[src/rtl/instr_mem_fetch.sv]
`default_nettype none
// +-----------------------------------------------------------------------+
// | instr_mem_fetch: instruction memory with request/response fetch,      |
// | programmable wait states and a program-load write port.               |
// | Rev 1.0                                                               |
// +-----------------------------------------------------------------------+
module instr_mem_fetch #(
   parameter int                DATA_W      = 32,
   parameter int                DEPTH       = 64,
   parameter int                ADDR_W      = 32,
   parameter int                WAIT_STATES = 1,
   parameter logic [DATA_W-1:0] NOP_VALUE   = 32'h0000_0000,
   parameter string             INIT_FILE   = "",
   localparam int               IDX_W       = (DEPTH > 1) ? $clog2(DEPTH) : 1
) (
   input  logic              clk,
   input  logic              rst,
   input  logic              req_valid,
   output logic              req_ready,
   input  logic [ADDR_W-1:0] req_addr,
   output logic              rsp_valid,
   input  logic              rsp_ready,
   output logic [DATA_W-1:0] rsp_instr,
   output logic              rsp_err,
   input  logic              flush,
   input  logic              load_en,
   input  logic [IDX_W-1:0]  load_addr,
   input  logic [DATA_W-1:0] load_data,
   output logic              busy
);

   typedef enum logic [1:0] {
      S_IDLE = 2'd0,
      S_WAIT = 2'd1,
      S_RESP = 2'd2
   } state_t;

   localparam logic [3:0] WS_CNT = 4'(WAIT_STATES);

   logic [DATA_W-1:0] mem [DEPTH];

   state_t            state_q,     state_d;
   logic [3:0]        cnt_q,       cnt_d;
   logic [IDX_W-1:0]  idx_q,       idx_d;
   logic              err_q,       err_d;
   logic              rsp_valid_q, rsp_valid_d;
   logic [DATA_W-1:0] rsp_instr_q, rsp_instr_d;
   logic              rsp_err_q,   rsp_err_d;

   logic [ADDR_W-1:0] req_word;
   logic [IDX_W-1:0]  req_idx;
   logic              req_err;
   logic [IDX_W-1:0]  rd_idx;
   logic              rd_err;
   logic              load_rsp;
   logic              mem_we;

   assign req_word = req_addr >> 2;
   assign req_idx  = req_word[IDX_W-1:0];
   assign req_err  = (req_addr[1:0] != 2'b00) || (req_word >= ADDR_W'(DEPTH));

   // Loads land only while idle so an in-flight fetch never sees a torn word.
   assign mem_we = load_en && (state_q == S_IDLE) &&
                   ({1'b0, load_addr} < (IDX_W + 1)'(DEPTH));

   always_ff @(posedge clk) begin
      if (mem_we) begin
         mem[load_addr] <= load_data;
      end
   end

   always_comb begin
      state_d     = state_q;
      cnt_d       = cnt_q;
      idx_d       = idx_q;
      err_d       = err_q;
      rsp_valid_d = rsp_valid_q;
      rsp_instr_d = rsp_instr_q;
      rsp_err_d   = rsp_err_q;
      rd_idx      = idx_q;
      rd_err      = err_q;
      load_rsp    = 1'b0;
      req_ready   = (state_q == S_IDLE) && !load_en && !flush;

      case (state_q)
         S_IDLE: begin
            if (req_valid && req_ready) begin
               idx_d = req_idx;
               err_d = req_err;
               if (WAIT_STATES == 0) begin
                  rd_idx   = req_idx;
                  rd_err   = req_err;
                  load_rsp = 1'b1;
                  state_d  = S_RESP;
               end else begin
                  cnt_d   = WS_CNT;
                  state_d = S_WAIT;
               end
            end
         end
         S_WAIT: begin
            cnt_d = cnt_q - 4'd1;
            if (cnt_q == 4'd1) begin
               load_rsp = 1'b1;
               state_d  = S_RESP;
            end
         end
         S_RESP: begin
            if (rsp_ready) begin
               rsp_valid_d = 1'b0;
               state_d     = S_IDLE;
            end
         end
         default: state_d = S_IDLE;
      endcase

      // Memory is sampled on RESP entry so the latest completed load is seen.
      if (load_rsp) begin
         rsp_valid_d = 1'b1;
         rsp_instr_d = rd_err ? NOP_VALUE : mem[rd_idx];
         rsp_err_d   = rd_err;
      end

      if (flush) begin
         state_d     = S_IDLE;
         cnt_d       = 4'd0;
         rsp_valid_d = 1'b0;
         rsp_instr_d = rsp_instr_q;
         rsp_err_d   = rsp_err_q;
      end
   end

   always_ff @(posedge clk or negedge rst) begin
      if (!rst) begin
         state_q     <= S_IDLE;
         cnt_q       <= 4'd0;
         idx_q       <= '0;
         err_q       <= 1'b0;
         rsp_valid_q <= 1'b0;
         rsp_instr_q <= '0;
         rsp_err_q   <= 1'b0;
      end else begin
         state_q     <= state_d;
         cnt_q       <= cnt_d;
         idx_q       <= idx_d;
         err_q       <= err_d;
         rsp_valid_q <= rsp_valid_d;
         rsp_instr_q <= rsp_instr_d;
         rsp_err_q   <= rsp_err_d;
      end
   end

   assign rsp_valid = rsp_valid_q;
   assign rsp_instr = rsp_instr_q;
   assign rsp_err   = rsp_err_q;
   assign busy      = (state_q != S_IDLE);

endmodule
`default_nettype wire

[config.mk]
export PLATFORM = sky130hd
export DESIGN_NAME = instr_mem_fetch
export DESIGN_NICKNAME = d
export VERILOG_FILES = /design/src/rtl/instr_mem_fetch.sv
export SDC_FILE = /design/constraint.sdc
export NUM_CORES = 2
export LEC_CHECK = 0
export BUFFER_PORTS_ARGS = -buffer_cell sky130_fd_sc_hd__buf_2
export CAP_MARGIN = 20
export CORE_MARGIN = 2
export CORE_UTILIZATION = 55
export CTS_CLUSTER_SIZE = 20
export DETAILED_ROUTE_END_ITERATION = 8
export PLACE_DENSITY = 0.71
export SLEW_MARGIN = 20
export SYNTH_ARGS = -nofsm -noshare
export SYNTH_HDL_FRONTEND = slang
export SYNTH_SLANG_ARGS = --single-unit
[constraint.sdc]
create_clock -name clk -period 6.2 [get_ports clk]
set_clock_uncertainty 0.1 [all_clocks]
set_input_delay 0.62 -clock clk [delete_from_list [all_inputs] [get_ports clk]]
set_output_delay 0.62 -clock clk [all_outputs]
set_load 0.05 [all_outputs]
Word level (Yosys, flattened, before mapping)
Memories as Yosys holds them, arrays and structs flattened.
Cells that the tools add are included.
Widths: inputs -> output; s select.
Storage, ports and cells
  flip-flop bits (word level): 47
  RAM bits: 2048
  input port bits: 76
  output and inout bits: 36
  logic and storage cells: 52
  memories kept: 1
Memories
  mem: depth 64, bits a word 32, rd ports 1, clocked after Yosys merged registers in 0, write ports 1, line 40  | logic [DATA_W-1:0] mem [DEPTH];
Cells by class
  add/subtract/negate cells: 1
  order comparisons: 1
  eq/ne operators: 6
  multiplexer cells: 17
  bitwise operators: 1
  reductions and logical operators: 18
Operators with widths (count)
  $mux 32: 1
  $ge 30x7->1 const B: 1
  $reduce_bool 3->1: 3
  $mux 1: 8
  $mux 2: 4
  $mux 4: 2
  $pmux 4 s2: 1
  $reduce_and 2->1: 4
  $ne 3x3->1 const B: 2
  $pmux 2 s3: 1
  $eq 4x1->1 const B: 1
  $logic_and 1x1->1: 4
  $reduce_bool 2->1: 2
  $sub 4x1->4 const B: 1
  $ne 3x2->1 const B: 1
  $reduce_and 3->1: 1
  $eq 2x1->1 const B: 1
  $eq 2x2->1 const B: 1
  $logic_not 1->1: 2
  $logic_not 2->1: 1
  $logic_or 1x1->1: 1
  $not 1->1: 1

Depth between registers and ports, before layout
  depth in word-level cells: 7
  depth in mapped cells: 11
  mapped depth without buffers: 8

Worst setup path after synthesis
Ideal clock, no wire load.
  path kind: input port to flip-flop
  from: input flush
  to: register cnt_q[2]
  setup time: 121 ps
  arrival time: 3400 ps
  data required time: 5979 ps
  slack: 2580 ps
  stages on the path: 6
  path buffers: 1
  cell sequence: buf_6 nor4_1 nand2_1 a21o_1 a22oi_1 nor2_1
Between the ends
  cells in the longest elaborated chain, start to end: 5
  elaborated cells on any way between the ends: 7
  those cells by class: 1 x eq/ne; 1 x mux; 5 x reduce/logical
RTL lines
  start: declaration: line 25  | input logic flush,
  $logic_not 1->1: line 83  | req_ready = (state_q == S_IDLE) && !load_en && !flush;
  $logic_and 1x1->1: line 83
  named net req_ready: line 19  | output logic req_ready,
  $logic_and 1x1->1: line 87  | if (req_valid && req_ready) begin
  $ne 3x2->1 (no line)
  $reduce_and 2->1 (no line)
  end signal: assignment: line 144  | cnt_q <= cnt_d;
  end: declaration: line 43  | logic [3:0] cnt_q, cnt_d;
The timed path passes the listed nets, and every way through them passes these cells.
A chain may end at the register's enable or synchronous reset.

Worst setup path after layout
  from: register state_q[1]
  to: memory mem[3][28] (enable)
Between the ends
  cells in the longest elaborated chain, start to end: 4
RTL lines
  start: declaration: line 42  | state_t state_q, state_d;
  start signal: assignment: line 143  | state_q <= state_d;
  $logic_not 2->1: line 63  | assign mem_we = load_en && (state_q == S_IDLE) &&
  $logic_and 1x1->1: line 63
  $mux 1: line 67  | if (mem_we) begin
  $mux 1 (not written as such): line 68  | mem[load_addr] <= load_data;
  end: declaration: line 40
Every way passes these cells.

==> results.ini <==
[cells_and_area]
final_core_util_pct=62.2
area_delta_synth_final_pct=12.3
seqCellArea_um2=62700
total_area_of_multi_input_combinational_cells_um2=17300
fraction_of_final_layout_cells_with_drive_strength_greater_than_1_pct=24.2
fillerInstances=9701
design.final.nets=4066
final-instance-count-excl-fill=6078

[synth]
ys_ff_latch=2095
synthDistinctLibCells=50
syn-cell-area_um2=80700
synth_enable_flop_cells=2048
synth_top_cell_by_area=edfxtp_1
synth_most_common_cell=edfxtp_1
synth_top_cells_by_area=edfxtp_1 (76%), mux4_2 (10%), mux2i_1 (5.3%)
asyncSetResetFlopFracSynth_pct=2.24
syn_nets=3841
synth_warnings=0
register_area_share_after_synthesis_pct=77.7
synth_ff_type=edfxtp_1
commonest_cells_in_the_netlist=edfxtp_1 (2,048), mux2i_1 (429), mux4_2 (363)
syn_area_per_cell_um2=21.4
yosys.area.top_type_share_pct=76.2
post_synthesis_cell_count=3763

[worst_setup_path]
timing.setup.critical_path_class=register to register
startpoint=state_q[1]$_DFFE_PN0P_
critical_path_required_ns=6.60
critical_path.endpoint_type=register
cp-start-kind=register
critical_path.reg2reg.startpoint=state_q[1]$_DFFE_PN0P_
arrival_ns=5.02
maximum_fanout_encountered_on_the_critical_timing_path=19

[placement]
dp_hpwl_um=113000
gpl.final_weighted_congestion=0.840
post-place-cells=5695
placement.io_buffers=111
dp_worst_setup_slack_ns=1.78

[timing]
timing.final.hold_violations=0
grt_setup_unrepaired=no
fin_ws_ns=1.58
report.final.slew_viol_count=0
final.hold.worst_slack_ns=0.0711
tightestPinTransition_ns=1.21
achievable-frequency_mhz=217
setup_viol=0
fin_crit_sh_pct=74.5
worst_slew_margin_rel_pct=19.4
tns_ns=0
period_needed_ns=4.62

[routing]
drt-wirelength-per-cell_um=33.2
drt_drc_violations_left=0
detail_route.vias_per_cell=6.58
finalWirelength_um=202000
first_pass_iters=7
postRouteAntennaNets=0
drt_iter0_drc=5175
dr_total_vias=40000

[grt]
grt_util_met3_pct=5.90
grt_first_pass_wirelength_um=290000
grtUsageTotal_pct=27.2
global_route.overflow_total=0
grt_start_max_net_pins=120
initial_antenna_violation_count=9
busiest_layer=met2
met2_usage_pct=42.5
gr-usage-met1_pct=38.3
via_count_of_the_first_global_routing_pass=39800

[power_and_ir_drop]
power_density_nw_per_um2=366
max-vdd-ir-drop_uv=275
static-leakage-power_uw=0.0293

[floorplanning]
start_util_pct=55.4
area_enclosed_by_the_die_boundary_um2=150000
row_count=140
fp.dieW_um=387
io_pins=112
core_area_um2=146000
die-height_um=387

[status]
outcome=complete, no violations

[clock_tree]
cts_setup_buffers=0
cts_root_buffer=clkbuf_16
clk_pin_slew_ns=0.06
numCtsBuffers=200
cts_tree=built
clock_insertion_delay_worst_skew_ns=0.84
clock_sinks=2095
htree_num_levels=4
cts_buffer_depth=3

[job]
cap_violations=0

[min_path]
min_from=req_addr[11]
min_path_type=input pin to register

==> metrics by stage <==
step / total power [uW] / instance area, um^2
finish: 33200 / 90600
global route: 34100 / 90600
CTS: 33300 / 90500
detailed placement: 21600 / 84100
global placement: 21500 / 83900
floorplan: 19800 / 80700
==> worst max-delay path, stage by stage, from the launching register on <==
cell	delay [ns]
dfrtp_1	0.47
or2_2	0.35
nor3b_1	0.91
nand3_1	0.88
nor2_4	1.05
buf_4	0.43
==> cell usage in the layout, fill, tap and decap left out, types with 25 or more instances in the layout <==
| cell type | synthesis | routed |
|---|---|---|
| clkinv_1 | 0 | 50 |
| edfxtp_1 | 2048 | 2048 |
| mux4_2 | 363 | 363 |
| clkbuf_1 | 63 | 45 |
| mux2_2 | 45 | 45 |
| mux2i_1 | 429 | 429 |
| buf_4 | 68 | 121 |
| clkbuf_16 | 0 | 202 |
| nand3_1 | 25 | 25 |
| nand2_1 | 53 | 50 |
| dfrtp_1 | 47 | 42 |
| a21oi_1 | 73 | 73 |
| nor2_1 | 96 | 30 |
| nor2_4 | 0 | 66 |
| a22oi_1 | 152 | 152 |
| clkinv_2 | 0 | 36 |
| buf_2 | 43 | 88 |
| o21ai_0 | 40 | 40 |
==> power by group <==
part / switching [uW] / leakage (uW) / internal, uW
logic: 3180 / 0.00716 / 2110
clock network: 5160 / 0.00313 / 6740
registers: 309 / 0.0190 / 15700
==> cell type report <==
class | instances | share of cell area (%)
sequential | 2095 | 69.2
multi-input combinational | 1450 | 19.0
clock buffer | 253 | 5.86
tap | 1917 | 2.65
timing repair buffer | 236 | 2.01
clock inverter | 119 | 1.21
inverter | 5 | 0.0207
antenna | 3 | 0.00829
==> cell families after synthesis <==
kind of cell	synth area share [%]
DFF	77.7
muxes	16.1
AOI/OAI and AO/OA	3.21
and+or+nand+nor	1.38
buffers and inverters	1.58
adders and majority gates	0.0310
==> worst paths after layout <==
| kind | end | slack (ns) | cells after the start |
|---|---|---|---|
| max in group asynchronous | idx_q[2]$_DFFE_PN0P_ | 5.04 | 2 |
| hold / removal | err_q$_DFFE_PN0P_ | 0.07 | 5 |
| setup reg to reg | mem[3][28]$_DFFE_PP_ | 1.58 | 5 |
| min in group asynchronous | cnt_q[3]$_DFFE_PN0P_ | 0.27 | 2 |
| hold reg to reg | rsp_err$_DFFE_PN0P_ | 0.42 | 1 |
| setup / recovery | mem[3][28]$_DFFE_PP_ | 1.58 | 5 |
==> what timing repair did <==
action | CTS | global route
hold buffers | 7 | 0
gates resized for setup | 0 | 0
endpoints found under the hold margin | 57 | 0
==> flip-flops by register name, indices dropped and copies added, names as in the netlist <==
register,flops
mem,2048
rsp_instr,32
idx_q,6
cnt_q,4
state_q,2
err_q,1
rsp_err,1
rsp_valid,1
==> layer usage <==
metal	routed length [um]	up-vias
met5	62	-
li1	-	16300
met1	78000	21100
met3	20700	321
met4	6780	12
met2	96400	2334
No activity file was read; power rests on OpenSTA's default activity.
